## config.mk

```make
export PLATFORM = sky130hd
export DESIGN_NAME = mult_arb
export DESIGN_NICKNAME = d
export VERILOG_FILES = /design/src/rtl/mult_arb.sv
export SDC_FILE = /design/constraint.sdc
export NUM_CORES = 1
export LEC_CHECK = 0
export ABC_CLOCK_PERIOD_IN_PS = 5600
export BUFFER_PORTS_ARGS = -buffer_cell sky130_fd_sc_hd__buf_2
export CAP_MARGIN = 20
export CORE_ASPECT_RATIO = 2
export CORE_MARGIN = 2
export CORE_UTILIZATION = 56
export CTS_BUF_LIST = sky130_fd_sc_hd__clkbuf_4 sky130_fd_sc_hd__clkbuf_8
export DETAILED_ROUTE_END_ITERATION = 8
export GPL_ROUTABILITY_DRIVEN = 1
export GPL_TIMING_DRIVEN = 0
export PLACE_DENSITY = 0.78
export RECOVER_POWER = 50
export SLEW_MARGIN = 0
export SYNTH_ARGS = -nofsm -noshare
export SYNTH_HDL_FRONTEND = slang
export SYNTH_SLANG_ARGS = --single-unit
export TNS_END_PERCENT = 50
```

## constraint.sdc

```tcl
create_clock -name clk -period 5.6 [get_ports clk]
set_clock_uncertainty 0.2 [all_clocks]
set_input_delay 0.84 -clock clk [delete_from_list [all_inputs] [get_ports clk]]
set_output_delay 0.84 -clock clk [all_outputs]
set_load 0.05 [all_outputs]
```

## src/rtl/mult_arb.sv

```systemverilog
// mult_arb: two requesters share one pipelined WxW multiplier.
// Round-robin arbitration on the request side; products come back on the
// requesting channel after LAT cycles, as a one-cycle pulse.
// Optional build macro MULT_ARB_FIXED_PRIO_EN: ch0 always wins contention
// and the round-robin pointer is removed (ch1 may starve).

module mult_arb #(
    parameter int W   = 8,
    parameter int LAT = 2
) (
    input  logic           clk,
    input  logic           rst,
    input  logic [W-1:0]   ch0_din_a,
    input  logic [W-1:0]   ch0_din_b,
    input  logic           ch0_sign,
    input  logic           ch0_vld,
    output logic           ch0_rdy,
    input  logic [W-1:0]   ch1_din_a,
    input  logic [W-1:0]   ch1_din_b,
    input  logic           ch1_sign,
    input  logic           ch1_vld,
    output logic           ch1_rdy,
    output logic [2*W-1:0] ch0_dout,
    output logic           ch0_dout_vld,
    output logic [2*W-1:0] ch1_dout,
    output logic           ch1_dout_vld,
    output logic           busy
);

    // Handshake: a request transfers on a cycle where chX_vld && chX_rdy.
    // While vld=1 and rdy=0 the requester holds din/sign stable; rdy is a
    // combinational grant, never asserted during rst, at most one per cycle.

    typedef struct packed {
        logic         vld;
        logic         tag;   // 0 = ch0, 1 = ch1
        logic         sign;
        logic [W-1:0] a;
        logic [W-1:0] b;
    } stage_t;

    logic           acc;
    logic           acc_tag;
    logic           acc_sign;
    logic [W-1:0]   acc_a;
    logic [W-1:0]   acc_b;
    stage_t         last;
    logic           pipe_any;
    logic [2*W-1:0] ext_a;
    logic [2*W-1:0] ext_b;
    logic [2*W-1:0] prod;

`ifdef MULT_ARB_FIXED_PRIO_EN
    // Fixed priority grant: ch1 only gets the multiplier when ch0 is idle.
    always_comb begin
        ch0_rdy = 1'b0;
        ch1_rdy = 1'b0;
        if (!rst) begin
            if (ch0_vld)
                ch0_rdy = 1'b1;
            else if (ch1_vld)
                ch1_rdy = 1'b1;
        end
    end
`else
    // ptr = 0 favours ch0, ptr = 1 favours ch1.
    logic ptr;

    // Round-robin grant: pointer only matters when both channels request.
    always_comb begin
        ch0_rdy = 1'b0;
        ch1_rdy = 1'b0;
        if (!rst) begin
            if (ch0_vld && (!ch1_vld || !ptr))
                ch0_rdy = 1'b1;
            else if (ch1_vld)
                ch1_rdy = 1'b1;
        end
    end

    // After an accept, favour the channel that was not granted.
    always_ff @(posedge clk) begin
        if (rst)
            ptr <= 1'b0;
        else if (acc)
            ptr <= ~acc_tag;
    end
`endif

    // Select the accepted channel's operands for pipeline entry.
    always_comb begin
        acc      = ch0_rdy | ch1_rdy;
        acc_tag  = ch1_rdy;
        acc_a    = ch1_rdy ? ch1_din_a : ch0_din_a;
        acc_b    = ch1_rdy ? ch1_din_b : ch0_din_b;
        acc_sign = ch1_rdy ? ch1_sign  : ch0_sign;
    end

    // Operand pipeline: LAT-1 registered stages feed the output register,
    // so the total accept-to-result latency is exactly LAT.
    if (LAT <= 1) begin : g_no_pipe
        assign last     = '{vld: acc, tag: acc_tag, sign: acc_sign, a: acc_a, b: acc_b};
        assign pipe_any = 1'b0;
    end else begin : g_pipe
        stage_t pipe [LAT-1];

        // Shift accepted operands and their channel tag toward the multiplier.
        always_ff @(posedge clk) begin
            if (rst) begin
                for (int k = 0; k < LAT-1; k++)
                    pipe[k] <= '0;
            end else begin
                pipe[0] <= '{vld: acc, tag: acc_tag, sign: acc_sign, a: acc_a, b: acc_b};
                for (int k = 1; k < LAT-1; k++)
                    pipe[k] <= pipe[k-1];
            end
        end

        // Any occupied stage means a result is still owed.
        always_comb begin
            pipe_any = 1'b0;
            for (int k = 0; k < LAT-1; k++)
                pipe_any = pipe_any | pipe[k].vld;
        end

        assign last = pipe[LAT-2];
    end

    // Extend each operand to 2W bits (sign or zero) and keep the low 2W bits
    // of the product; this is exact for every signed and unsigned pair.
    always_comb begin
        ext_a = {{W{last.sign & last.a[W-1]}}, last.a};
        ext_b = {{W{last.sign & last.b[W-1]}}, last.b};
        prod  = ext_a * ext_b;
    end

    // Route the finished product to the tagged channel; the other channel's
    // dout holds. busy covers every request whose pulse is still to come.
    always_ff @(posedge clk) begin
        if (rst) begin
            ch0_dout     <= '0;
            ch0_dout_vld <= 1'b0;
            ch1_dout     <= '0;
            ch1_dout_vld <= 1'b0;
            busy         <= 1'b0;
        end else begin
            ch0_dout_vld <= last.vld & ~last.tag;
            ch1_dout_vld <= last.vld &  last.tag;
            if (last.vld && !last.tag)
                ch0_dout <= prod;
            if (last.vld && last.tag)
                ch1_dout <= prod;
            busy <= acc | pipe_any;
        end
    end

endmodule

```

==> run metrics <==
Crit. Startpoint=g_pipe.pipe[0][11]$_SDFF_PP0_; period utilization=95.2%; fin nets=766; initial antenna violation count=0; Non-Filler Cell Area, Final=5260 um2; first drt pass iteration count=6; Critical Path AT=5.32 ns; Vias per Instance=5.31; dpl cells=726; drc violations=0; simple-gate area share of the yosys netlist=19.7%; first-pass GRT wire length=18600 um; worst min-delay path class=flop to flop; number of inserted diodes=0; total power=0.999 mW; Layout Cells excl Fill=731; clock tree buffer depth=2; Max Cap Viol=0; crit start category=flop; Switching Power=0.377 mW; Seq/Total Area, Yosys=23.5%; part of the power in registers=44.0%; DRT iter0 DRCs=148; total vias in the final route=3883; Die Span X=68.7 um; RSZ-0062 raised after global routing=no; worst skew pair latency=0.32 ns; hold path cells=2; layout cell share with drive strength beyond 1=10.4%; Yosys cell types=40; Post-DRT Antenna Nets=0; row count=47; max frequency=188 MHz; Mapped Area=4690 um2; sw frac=37.7%; compound-gate portion of the synthesized area=8.70%; Final Wtd Congestion=0.878; TritonCTS sink count=55; I/O Buffers=74; postcts setup bufs=0; vias in the first global route=4306; Async SR Flop Fraction=0%; cts bufs inserted=5; warnings from Yosys=0; endpoints failing hold=0; Crit Path Max Fanout=9; CTS tree=yes; Setup Crit Path Kind=flop to flop; Total Wirelength=11000 um; Total Die Area=9160 um2; Internal=0.622 mW; Leakage=2.57 nW; CP required=5.59 ns; Starting Density=57.3%; Comb pwr share=33.6%; Clk pwr share=22.4%; Hold Startpoint=ch1_dout[1]$_SDFFE_PP0P_; gr usage total=26.9%; Slew Limit Headroom=58.7%; minimum clock period=5.33 ns; fraction of synthesized area in multiplexers=0%; Syn-to-layout area delta=12.3%; Place WS=-0.160 ns; slew of the pin with the lowest slew margin=0.623 ns; power density cells=190 nW/um2; CTS Root Buffer Type=clkbuf_8; # setup viols final=0; R2R cell count=18; Overflow after GRT=0; Most used DFF post-synth=dfxtp_1; Core ar.=8170 um2; Avg WL per Cell=15.1 um; Mapped Cells=554; Synth Area in Adders=35.7%; Post-synth EDFFs=0; Slew Limit Fails=0; xor/xnor share of the synthesized area=2.70%; Max VDD drop=0.252 mV; IO Count=75; r2r startpoint=g_pipe.pipe[0][11]$_SDFF_PP0_; clock-pin transition on the worst setup and hold timing paths=0.10 ns; dpl hpwl=9390 um; element type at the critical path end=flop; Die Y=133 um; status=finished clean; Fin Hold WS=0.265 ns; Avg Cell Area, Syn=8.46 um2; placed cell area=5180 um2; H-Tree Depth=2; Seq cells post-synth=55; largest family of logic cells by synthesized area=adder cells; largest net degree at the start of global routing=19; fill count=710; Final WS setup=0.271 ns; Net Count, Synth=688
critical path: stages (launching register included):
cell and delay, ns:
dfxtp_1 0.31, clkbuf_1 0.24, and2_1 0.26, fa_1 0.48, inv_1 0.06, fa_1 0.53
inv_1 0.06, fa_1 0.53, fa_1 0.55, inv_1 0.06, fa_1 0.54, inv_1 0.04
ha_1 0.33, o21a_1 0.22, o31ai_4 0.08, a221oi_1 0.14, or3_1 0.39, nand3_1 0.11
a21oi_1 0.07
metrics by stage:
step | TNS, ns | utilization (%)
after global routing | 0 | 64.4
after detailed placement | -0.370 | 63.4
after CTS | 0 | 64.6
final | 0 | 64.4
after floorplan | 0 | -
after global placement | -0.0890 | 63.4
state kept, by name, summed over array words and instances (netlist names):
signal        flops
g_pipe.pipe      19
ch0_dout         16
ch1_dout         16
busy              1
ch0_dout_vld      1
ch1_dout_vld      1
ptr               1
power by group through the flow:
stage / Combinational [mW] / Clock, mW / Sequential [mW]
3_5_place_dp: 0.342 / 0 / 0.442
5_1_grt: 0.376 / 0.239 / 0.442
4_1_cts: 0.346 / 0.227 / 0.433
3_3_place_gp: 0.330 / 0 / 0.441
2_1_floorplan: 0.204 / 0 / 0.479
6_report: 0.336 / 0.224 / 0.439
cells by family after synthesis:
| kind of cell | Yosys count |
|---|---|
| simple gates | 202 |
| buf+inv | 120 |
| fa+ha+maj | 96 |
| compound gates | 69 |
| flops | 55 |
| xor+xnor | 12 |
what timing repair did:
item	4_1_cts	5_1_grt
setup endpoints to repair	6	8
resized for setup	2	10
hold endpoints to repair	0	0
hold buffers	0	0
layout by cell type, fill, tap and decap left out, types with 20 or more instances in the layout:
cell type and count:
buf_2 44, ha_1 33, inv_1 89, a21oi_1 44
dfxtp_1 55, nor2_1 20, nand2_1 115, fa_1 63
clkbuf_1 51, and2_1 34
synthesized netlist by cell type, drive strengths merged, types with 3 or more instances:
cell type	n	share of area [%]
inv	93	7.4
nor2	20	1.6
nand3	8	0.85
nand2	117	9.4
o21ai	4	0.43
a21oi	44	4.7
clkbuf	23	1.8
and2	35	4.7
dfxtp	55	23
buf	3	0.27
xor2	3	0.56
or2	4	0.53
a211oi	7	1.1
nand2b	3	0.40
fa	63	27
ha	33	8.8
a21boi	3	0.48
xnor2	8	1.7
cell type report:
| type | instances | area [um2] | area share [%] |
|---|---|---|---|
| plain buffers | 23 | 93.8 | 1.78 |
| clock buffers | 5 | 68.8 | 1.31 |
| clock inverters | 3 | 23.8 | 0.452 |
| inverters | 94 | 357 | 6.78 |
| multi-input cells | 379 | 3160 | 60.1 |
| flip-flops and latches | 55 | 1100 | 20.9 |
| well taps | 98 | 123 | 2.33 |
| repair buffers | 74 | 333 | 6.33 |
layer usage:
metal,track usage [%],share of wire [%],routed length [um],vias to the layer above
met5,0,0,0,-
met4,13.6,3.7,403,0
met3,2.79,2.9,324,38
met2,52.0,60,6600,101
met1,25.8,34,3700,1895
li1,-,-,-,1849
path summary, 6_finish.rpt:
path / to / slack, ns
max reg2reg: ch0_dout[15]$_SDFFE_PP0P_ / 0.27
min: ch1_dout[1]$_SDFFE_PP0P_ / 0.27
max: ch0_dout[15]$_SDFFE_PP0P_ / 0.27
min reg2reg: ch1_dout[1]$_SDFFE_PP0P_ / 0.27
Power figures use the tool's default switching activity.
